### src/rtl/branch_predictor_if.sv
// Lookup and training bus between the pipeline (master) and the branch predictor (slave).
interface branch_predictor_if #(
  parameter int DATA_W = 32
);
  logic [DATA_W-1:0] lookup_pc;
  logic              pred_hit;
  logic              pred_taken;
  logic [DATA_W-1:0] pred_target;
  logic              upd_valid;
  logic [DATA_W-1:0] upd_pc;
  logic              upd_taken;
  logic [DATA_W-1:0] upd_target;
  logic              upd_mispredict;

  modport master (
    output lookup_pc, upd_valid, upd_pc, upd_taken, upd_target, upd_mispredict,
    input  pred_hit, pred_taken, pred_target
  );
  modport slave (
    input  lookup_pc, upd_valid, upd_pc, upd_taken, upd_target, upd_mispredict,
    output pred_hit, pred_taken, pred_target
  );
endinterface

### src/rtl/branch_predictor.sv
// Direct-mapped BTB with per-entry saturating counters, combinational lookup and
// saturating update/mispredict statistics.
module bp_entry #(
  parameter int DATA_W = 32,
  parameter int TAG_W  = 26,
  parameter int CNT_W  = 2
) (
  input  logic              clock,
  input  logic              reset,
  input  logic              clear,
  input  logic              sel,
  input  logic              upd_taken,
  input  logic [TAG_W-1:0]  upd_tag,
  input  logic [DATA_W-1:0] upd_target,
  output logic              valid,
  output logic [TAG_W-1:0]  tag,
  output logic [DATA_W-1:0] target,
  output logic              msb
);
  localparam logic [CNT_W-1:0] CNT_MAX  = '1;
  localparam logic [CNT_W-1:0] CNT_WEAK = CNT_W'(1) << (CNT_W - 1);

  logic [CNT_W-1:0] cnt;
  logic             hit;

  assign hit = valid && (tag == upd_tag);
  assign msb = cnt[CNT_W-1];

  always_ff @(posedge clock or negedge reset) begin
    if (!reset) begin
      valid  <= 1'b0;
      cnt    <= '0;
      tag    <= '0;
      target <= '0;
    end else if (clear) begin
      valid <= 1'b0;
      cnt   <= '0;
    end else if (sel) begin
      if (hit) begin
        if (upd_taken) begin
          if (cnt != CNT_MAX) cnt <= cnt + CNT_W'(1);
          target <= upd_target;
        end else if (cnt != '0) begin
          cnt <= cnt - CNT_W'(1);
        end
      end else if (upd_taken) begin
        // Miss on a taken branch claims the slot, evicting any alias.
        valid  <= 1'b1;
        tag    <= upd_tag;
        target <= upd_target;
        cnt    <= CNT_WEAK;
      end
    end
  end
endmodule

module branch_predictor #(
  parameter int DATA_W  = 32,
  parameter int ENTRIES = 16,
  parameter int CNT_W   = 2,
  parameter int STAT_W  = 32
) (
  input  logic              clock,
  input  logic              reset,
  branch_predictor_if.slave bp,
  input  logic              clear,
  output logic [STAT_W-1:0] stat_updates,
  output logic [STAT_W-1:0] stat_mispredicts
);
  localparam int IDX_W = $clog2(ENTRIES);
  localparam int TAG_W = DATA_W - IDX_W - 2;

  logic [ENTRIES-1:0]             valid_q;
  logic [ENTRIES-1:0]             msb_q;
  logic [ENTRIES-1:0][TAG_W-1:0]  tag_q;
  logic [ENTRIES-1:0][DATA_W-1:0] target_q;

  logic [IDX_W-1:0] upd_idx, look_idx;
  logic [TAG_W-1:0] upd_tag, look_tag;
  logic             look_hit, unused_pc_bits;

  assign upd_idx        = bp.upd_pc[IDX_W+1:2];
  assign upd_tag        = bp.upd_pc[DATA_W-1:IDX_W+2];
  assign look_idx       = bp.lookup_pc[IDX_W+1:2];
  assign look_tag       = bp.lookup_pc[DATA_W-1:IDX_W+2];
  assign unused_pc_bits = ^{bp.upd_pc[1:0]};

  for (genvar i = 0; i < ENTRIES; i++) begin : g_entry
    bp_entry #(.DATA_W(DATA_W), .TAG_W(TAG_W), .CNT_W(CNT_W)) u_entry (
      .clock      (clock),
      .reset      (reset),
      .clear      (clear),
      .sel        (bp.upd_valid && (upd_idx == IDX_W'(i))),
      .upd_taken  (bp.upd_taken),
      .upd_tag    (upd_tag),
      .upd_target (bp.upd_target),
      .valid      (valid_q[i]),
      .tag        (tag_q[i]),
      .target     (target_q[i]),
      .msb        (msb_q[i])
    );
  end

  // The post-reset PC (all ones) must never be steered by a stale entry.
  assign look_hit       = !(&bp.lookup_pc) && valid_q[look_idx] && (tag_q[look_idx] == look_tag);
  assign bp.pred_hit    = look_hit;
  assign bp.pred_taken  = look_hit && msb_q[look_idx];
  assign bp.pred_target = look_hit ? target_q[look_idx] : '0;

  // Statistics keep counting through clear; only reset zeroes them.
  always_ff @(posedge clock or negedge reset) begin
    if (!reset) begin
      stat_updates     <= '0;
      stat_mispredicts <= '0;
    end else if (bp.upd_valid) begin
      if (~&stat_updates) stat_updates <= stat_updates + STAT_W'(1);
      if (bp.upd_mispredict && ~&stat_mispredicts)
        stat_mispredicts <= stat_mispredicts + STAT_W'(1);
    end
  end
endmodule

### src/flat_wrapper.sv
// flat-port wrapper written by rule: the top's interface ports become plain ports
module branch_predictor_flat 
#(
  parameter int DATA_W  = 32,
  parameter int ENTRIES = 16,
  parameter int CNT_W   = 2,
  parameter int STAT_W  = 32
)
  (clock, reset, clear, stat_updates, stat_mispredicts, bp_lookup_pc, bp_upd_valid, bp_upd_pc, bp_upd_taken, bp_upd_target, bp_upd_mispredict, bp_pred_hit, bp_pred_taken, bp_pred_target);
  branch_predictor_if #(.DATA_W(DATA_W)) bp_i ();
  input  logic clock;
  input  logic reset;
  input  logic clear;
  output logic [STAT_W-1:0] stat_updates;
  output logic [STAT_W-1:0] stat_mispredicts;
  input wire logic [$bits(bp_i.lookup_pc)-1:0] bp_lookup_pc;
  input wire logic [$bits(bp_i.upd_valid)-1:0] bp_upd_valid;
  input wire logic [$bits(bp_i.upd_pc)-1:0] bp_upd_pc;
  input wire logic [$bits(bp_i.upd_taken)-1:0] bp_upd_taken;
  input wire logic [$bits(bp_i.upd_target)-1:0] bp_upd_target;
  input wire logic [$bits(bp_i.upd_mispredict)-1:0] bp_upd_mispredict;
  output wire logic [$bits(bp_i.pred_hit)-1:0] bp_pred_hit;
  output wire logic [$bits(bp_i.pred_taken)-1:0] bp_pred_taken;
  output wire logic [$bits(bp_i.pred_target)-1:0] bp_pred_target;
  assign bp_i.lookup_pc = bp_lookup_pc;
  assign bp_i.upd_valid = bp_upd_valid;
  assign bp_i.upd_pc = bp_upd_pc;
  assign bp_i.upd_taken = bp_upd_taken;
  assign bp_i.upd_target = bp_upd_target;
  assign bp_i.upd_mispredict = bp_upd_mispredict;
  assign bp_pred_hit = bp_i.pred_hit;
  assign bp_pred_taken = bp_i.pred_taken;
  assign bp_pred_target = bp_i.pred_target;
  branch_predictor #(.DATA_W(DATA_W), .ENTRIES(ENTRIES), .CNT_W(CNT_W), .STAT_W(STAT_W)) u_core (.clock(clock), .reset(reset), .bp(bp_i), .clear(clear), .stat_updates(stat_updates), .stat_mispredicts(stat_mispredicts));
endmodule
### config.mk
export PLATFORM = sky130hd
export DESIGN_NAME = branch_predictor_flat
export DESIGN_NICKNAME = d
export VERILOG_FILES = /design/src/rtl/branch_predictor_if.sv /design/src/rtl/branch_predictor.sv /design/src/flat_wrapper.sv
export SDC_FILE = /design/constraint.sdc
export NUM_CORES = 2
export LEC_CHECK = 0
export BUFFER_PORTS_ARGS = -buffer_cell sky130_fd_sc_hd__buf_2
export CORE_MARGIN = 1
export CORE_UTILIZATION = 68
export DETAILED_ROUTE_END_ITERATION = 10
export PLACE_DENSITY = 0.84
export SLEW_MARGIN = 20
export SYNTH_ARGS = -nofsm -noshare
export SYNTH_HDL_FRONTEND = slang
export SYNTH_HIERARCHICAL = 1
export SYNTH_SLANG_ARGS = --single-unit
### constraint.sdc
create_clock -name clock -period 5.7 [get_ports clock]
set_clock_uncertainty 0.1 [all_clocks]
set_input_delay 0.57 -clock clock [delete_from_list [all_inputs] [get_ports clock]]
set_output_delay 0.57 -clock clock [all_outputs]
set_load 0.05 [all_outputs]
After elaboration in Yosys (flattened, before gate mapping) --
Cells that the tools add are included. Widths: inputs -> output; s select.
Storage, ports and cells: word-level logic and storage cells 527, bits in registers 1040, output and inout port bits 98
Operators by class: mux-type cells 155, bitwise operators 18, reduce and logical (&&, ||, !) cells 173, add/subtract/negate cells 34, equality and inequality tests 80, magnitude comparators 1
Operators by type and width (count):
- $eq 26x26->1 | 17
- $mux 2 | 97
- $bmux 32 s4 | 1
- $reduce_and 4->1 | 32
- $bmux 26 s4 | 1
- $reduce_and 3->1 | 32
- $reduce_and 32->1 | 3
- $reduce_bool 3->1 | 32
- $reduce_bool 2->1 | 33
- $add 32x1->32 const B | 2
- $mux 32 | 2
- $ne 2x2->1 const B | 32
- $ne 4x3->1 const B | 16
- $mux 1 | 51
- $logic_and 1x1->1 | 36
- $add 2x1->2 const B | 16
- $eq 4x4->1 const B | 8
- $sub 2x1->2 const B | 16
- $mux 26 | 1
- $not 1->1 | 18
- $eq 4x3->1 const B | 4
- $bmux 1 s4 | 2
- $eq 4x2->1 const B | 2
- $lt 4x5->1 const B | 1
- 4 further kinds | 6

Logic depth before layout (Yosys ltp) --
depth in word-level cells 6, depth in mapped cells 13, depth with buffers taken out 8

By module --
Netlist, hierarchy kept.
Modules (own cells, without submodules):
- bp_entry | area each 2740.1 µm², cells each 179, instances 16, sequential area each 1526.5 µm²
- branch_predictor | area each 11506.0 µm², cells each 913, instances 1, sequential area each 1601.5 µm²

Least setup slack after synthesis --
No wires, ideal clock.
kind input -> output, start point in bp_lookup_pc[4], end point out bp_pred_taken, required time 5.030 ns, setup slack 1.413 ns, stages 10, data arrival time 3.617 ns, path through buf_2 > buf_2 > clkbuf_1 > mux4_2 > mux2i_1 > xor2_1 > nand4_1 > a211oi_4 > nand2_1 > nor3_1
On the way: cells in the longest elaborated chain, start to end 5
RTL lines:
- start: declaration | RTL line flat_wrapper.sv:16 | input wire logic [$bits(bp_i.lookup_pc)-1:0] bp_lookup_pc;
- $bmux 26 s4 (tied with other cells) | RTL line branch_predictor.sv:105 | assign look_hit = !(&bp.lookup_pc) && valid_q[look_idx] && (tag_q[look_idx] == look_tag);
- $mux 26 (implied by the code) (tied with other cells) | RTL line branch_predictor.sv:105
- $eq 26x26->1 / $logic_and 1x1->1 (equally long branches) | RTL line branch_predictor.sv:105
- $logic_and 1x1->1 | RTL line branch_predictor.sv:105
- $logic_and 1x1->1 * | RTL line branch_predictor.sv:107 | assign bp.pred_taken = look_hit && msb_q[look_idx];
- end: declaration | RTL line flat_wrapper.sv:23 | output wire logic [$bits(bp_i.pred_taken)-1:0] bp_pred_taken;
Every way passes the cells marked *; elsewhere a longest branch is shown, timed or not. The select of a mux whose other input is x is not followed.

Worst setup path in the final report --
start point in bp_lookup_pc[2], end point out bp_pred_target[26]
On the way: cells in the longest elaborated chain, start to end 5
RTL lines:
- $bmux 26 s4 (tied with other cells) | RTL line branch_predictor.sv:105
- $mux 26 (implied by the code) (tied with other cells) | RTL line branch_predictor.sv:105
- $eq 26x26->1 / $logic_and 1x1->1 (equally long branches) | RTL line branch_predictor.sv:105
- $logic_and 1x1->1 | RTL line branch_predictor.sv:105
- $mux 32 * | RTL line branch_predictor.sv:108 | assign bp.pred_target = look_hit ? target_q[look_idx] : '0;
- end: declaration | RTL line flat_wrapper.sv:24 | output wire logic [$bits(bp_i.pred_target)-1:0] bp_pred_target;
Marked as above.

==> results by stage <==
Status:
- The flow ran to the end, and the final reports show no timing, DRC or antenna violations.

Pwr:
- The power per unit of standard cell area is 324 mW/mm^2.
- Summed over all cells, the static leakage comes to 27.6 nW.
- The worst ir drop on vdd is 0.321 mV.

CTS:
- Once the clock tree was built, the resizer swapped 0 gates to a different size.
- TritonCTS built the clock tree.
- Counting along the longest clock path gives a buffer depth of 3.
- The depth of the CTS H-tree is 3.
- After clock tree synthesis, the clock-pin slew on the worst setup and hold paths is 70 ps.
- Clock latency on the worst-skew pair, taken at its later pin, is 690 ps.
- The root cell of the clock tree is sky130_fd_sc_hd__clkbuf_16.
- For this design, the sink count on the clock tree is 1040.
- The clock buffer count from CTS is 108.

Worst setup path:
- The largest fanout of any net on the critical path is 57.
- In this run the critical register-to-register path is launched from u_core/stat_updates[15].
- STA classifies the critical path endpoint as a primary output.
- The worst register-to-register path has a setup slack of 2800 ps.
- The startpoint class of the critical path is a primary input.
- Data arrives at the worst endpoint at 4220 ps.
- Data on the critical path is required at its endpoint by 5030 ps.
- The critical path in this run is classified as in -> out.
- The worst flop-to-flop path endpoint is u_core/stat_updates[23].
- The worst reg-to-reg path cell count is 7.

Synth:
- The largest family of logic cells by synthesized area is multiplexers.
- The cell count after synthesis is 3777.
- The flop and latch count out of synthesis is 1040.
- The complex-gate fraction of the synthesized area came to 0.0218.
- In the post-synthesis netlist, the biggest area contributors are sky130_fd_sc_hd__dfrtp_1 47%, sky130_fd_sc_hd__mux2_2 13%, sky130_fd_sc_hd__mux4_2 11%, sky130_fd_sc_hd__mux2_4 8.7%, sky130_fd_sc_hd__xor2_1 6.5%.
- Of the total synthesized cell area, the portion taken by AND, OR, NAND and NOR gates is 0.0661.
- During synthesis, Yosys emitted a total of 6 warnings.
- When the netlist entered floorplanning its net count stood at 3881.
- The number of different library cells used by synthesis comes to 59.
- Each instance of the synthesized netlist takes up on average 14.7 um^2.
- The portion of synthesized area spent on multiplexers is 0.333.
- For this run, asynchronously set or reset flops after synthesis account for 1.00.
- The synthesized design contains 0 enable-type register cells.
- The area of the mapped netlist is 0.0553 mm^2.
- The sequential element share of the synthesized area is 0.470.
- Among all cell types in the netlist, the one instantiated most often is sky130_fd_sc_hd__dfrtp_1.
- The prevailing post-synth register cell is sky130_fd_sc_hd__dfrtp_1.
- Of the total synthesized cell area, the portion taken by XOR and XNOR cells is 0.0798.
- The area fraction of the dominant cell type after synthesis is 0.470.
- The adder and majority cell fraction of the synthesized area is 0.000452.
- The synthesized design spends more area on one cell type than any other, namely sky130_fd_sc_hd__dfrtp_1.
- By count the netlist is led by 1040 x sky130_fd_sc_hd__dfrtp_1, 636 x sky130_fd_sc_hd__mux2_2, 413 x sky130_fd_sc_hd__xor2_1.

Routing:
- After detailed routing, the met3 layer carries 10800 um of wire.
- After detailed routing, the average wire length per cell comes to 27.5 um.
- After detailed routing, the met2 layer carries 66400 um of wire.
- In the routed layout, each cell is associated on average with a via count of 6.68.
- The uppermost signal routing layer after detailed routing is met5.
- The DRC violation count after routing is 0.
- The met1 wire length is 58300 um.
- The first-iteration detailed-routing DRC count is 3482.
- The post-detailed-route count of antenna-violating nets is 0.
- The first TritonRoute pass finished after 5 iterations.
- Summed over all layers, the routed wires come to 141000 um.
- The total number of vias is 34100.

STA:
- The time the worst path needs with I/O delays and setup is 4890 ps.
- The slew at the pin with the worst max-slew slack is 1180 ps.
- Derived from the worst setup path, the maximum achievable clock frequency is 204 MHz.
- Setup repair after global routing left no endpoint under its margin.
- The final-report max-slew violation count is 0.
- In the finished design, the share of the clock period the worst path needs comes to 0.858.
- The final number of hold-violating endpoints is 0.
- The final sum of negative setup slack is 0 ps.
- Measured against its own limit, the worst slew margin works out to 0.215.
- Setup violations remaining at the end of the flow were counted as 0.

Finish:
- The number of filler instances in the final layout is 4709.
- The share of post-route cells with drive strength above 1 is 0.448.
- The net count of the finished layout is 4061.
- The finished layout cell area is 0.0606 mm^2.
- Compared with the post-synthesis result, the final layout area differs by 9.41%.
- Summing all multi-input logic gate instances after layout gives 0.0278 mm^2.
- Registers take 0.0260 mm^2.

Placed design:
- The HPWL after detailed placement is 86300 um.
- The congestion estimate from routability-driven global placement came to 0.944.
- After detailed placement, the total cell area comes to 0.0569 mm^2.
- The count of buffers added on input and output ports is 197.

Worst hold path:
- The path with the worst hold slack has its endpoint at u_core/stat_mispredicts[10].
- The tightest min-delay check is of the in -> reg type.
- In this run the most critical hold path is launched from bp_upd_valid.
- The number of cells on the worst hold path is 3.

Die:
- In this run the standard cell core region covers 0.0805 mm^2.
- The vertical extent of the die is 287 um.
- Measured along the x axis, the die boundary spans 287 um.
- For this configuration, the core starts out at a cell density of 0.687.
- Row generation in the floorplan step produced 104 rows.
- Pin placement for this block handled 200 I/O pins.
- The floorplan step defined a die boundary enclosing 0.0825 mm^2.

Global routing:
- In the global route stage, overall resource usage came out at 0.346.
- The total congestion overflow is 0.
- The number of global-route vias before repair is 35200.
- The first global-routing pass estimated 216000 um of wire.
- The maximum number of pins on one net before global-route repair is 168.
- The number of antenna violations at the first check in global routing is 13.

Run:
- The number of maximum-capacitance constraint violations is 0.
-- per-layer routing --
layer / global-route usage / vias to the layer above
li1: - / 14300
met1: 0.494 / 18100
met2: 0.531 / 1471
met3: 0.0638 / 297
met4: 0.133 / 12
met5: 0 / -
-- metrics by stage --
| stage | setup WS (ps) | hold WS, ps | util | power, mW | instances |
|---|---|---|---|---|---|
| 2_1_floorplan | 1410 | 174 | - | 11.3 | 3777 |
| 3_3_place_gp | 915 | 366 | 0.706 | 12.2 | 4906 |
| 3_5_place_dp | 863 | 375 | 0.706 | 12.4 | 4906 |
| 4_1_cts | 847 | 118 | 0.752 | 19.7 | 5105 |
| 5_1_grt | 548 | 157 | 0.752 | 20.3 | 5111 |
| 6_report | 809 | 135 | 0.752 | 19.6 | 5112 |
-- worst max-delay path, stage by stage --
cell,delay [ps]
sky130_fd_sc_hd__buf_8,500
sky130_fd_sc_hd__mux4_2,590
sky130_fd_sc_hd__mux2i_1,440
sky130_fd_sc_hd__o22ai_1,160
sky130_fd_sc_hd__a211oi_1,270
sky130_fd_sc_hd__o2111ai_1,130
sky130_fd_sc_hd__a211o_2,670
sky130_fd_sc_hd__buf_4,360
sky130_fd_sc_hd__nor3_2,150
sky130_fd_sc_hd__buf_2,280
-- how the worst max path moves through the flow --
stage,to,cells after the start,startpoint,slack [ps]
2_1_floorplan,bp_pred_taken,10,bp_lookup_pc[4],1410
6_report,bp_pred_target[26],10,bp_lookup_pc[2],810
4_1_cts,bp_pred_target[26],10,bp_lookup_pc[2],850
5_1_grt,bp_pred_target[26],10,bp_lookup_pc[2],550
3_3_place_gp,bp_pred_taken,9,bp_lookup_pc[3],910
3_5_place_dp,bp_pred_target[26],10,bp_lookup_pc[2],860
-- where the power goes --
| part | switching (mW) | total, mW | internal (mW) |
|---|---|---|---|
| logic | 1.58 | 3.33 | 1.76 |
| registers | 0.752 | 9.06 | 8.31 |
| clock network | 3.04 | 7.26 | 4.21 |
| total | 5.37 | 19.6 | 14.3 |
-- flip-flops by register name (all words and copies together), names as in the netlist --
register and flops:
u_core/g_entry.u_entry/target 512, u_core/g_entry.u_entry/tag 416, u_core/g_entry.u_entry/cnt 32, u_core/stat_mispredicts 32, u_core/stat_updates 32, u_core/g_entry.u_entry/valid 16
-- timing repair --
action                                 CTS  global route
buffers inserted                         0             0
hold buffers                             1             0
endpoints found under the hold margin  101             0
-- cell families (layout without fill, tap and decap cells) --
| logic type | Yosys count | in the layout |
|---|---|---|
| xor gates and xnor gates | 504 | 504 |
| and+or+nand+nor | 585 | 585 |
| DFF | 1040 | 1040 |
| muxes | 1273 | 1273 |
| other | 0 | 7 |
| adders and majority gates | 2 | 2 |
| buffers and inverters | 210 | 478 |
| AOI/OAI and AO/OA | 163 | 163 |
-- cell type report --
| type | instances | share of cell area |
|---|---|---|
| Multi-Input combinational cell | 2527 | 0.460 |
| Sequential cell | 1040 | 0.430 |
| Clock buffer | 156 | 0.0521 |
| Timing Repair Buffer | 251 | 0.0260 |
| Tap cell | 1060 | 0.0219 |
| Clock inverter | 42 | 0.00829 |
| Inverter | 29 | 0.00182 |
| Antenna cell | 7 | 0.000289 |
-- cells in the final DEF (no fill, tap or decap), types with 8 or more instances in the layout --
cell type	instances
sky130_fd_sc_hd__and3b_1	16
sky130_fd_sc_hd__nor3_1	33
sky130_fd_sc_hd__nor4_2	80
sky130_fd_sc_hd__nor4_1	19
sky130_fd_sc_hd__and3_1	13
sky130_fd_sc_hd__nor2_4	16
sky130_fd_sc_hd__o22ai_1	24
sky130_fd_sc_hd__bufinv_16	8
sky130_fd_sc_hd__xnor2_1	91
sky130_fd_sc_hd__clkbuf_16	109
sky130_fd_sc_hd__clkbuf_8	25
sky130_fd_sc_hd__mux4_2	262
sky130_fd_sc_hd__a21oi_1	56
sky130_fd_sc_hd__buf_4	43
sky130_fd_sc_hd__xor2_1	413
sky130_fd_sc_hd__nand2b_1	21
sky130_fd_sc_hd__nand2_1	141
sky130_fd_sc_hd__inv_1	26
sky130_fd_sc_hd__or2_2	19
sky130_fd_sc_hd__mux2_2	636
sky130_fd_sc_hd__mux2i_1	55
sky130_fd_sc_hd__buf_12	11
sky130_fd_sc_hd__nor3_2	31
sky130_fd_sc_hd__nand3_1	42
sky130_fd_sc_hd__buf_2	191
sky130_fd_sc_hd__dfrtp_1	1040
sky130_fd_sc_hd__nand4_1	46
sky130_fd_sc_hd__mux2_4	320
sky130_fd_sc_hd__nor2_1	81
sky130_fd_sc_hd__o31a_4	16
sky130_fd_sc_hd__clkbuf_1	22
sky130_fd_sc_hd__a211oi_1	21
sky130_fd_sc_hd__o21ai_0	18
sky130_fd_sc_hd__clkinv_2	23
(Power assumes the default switching activity.)
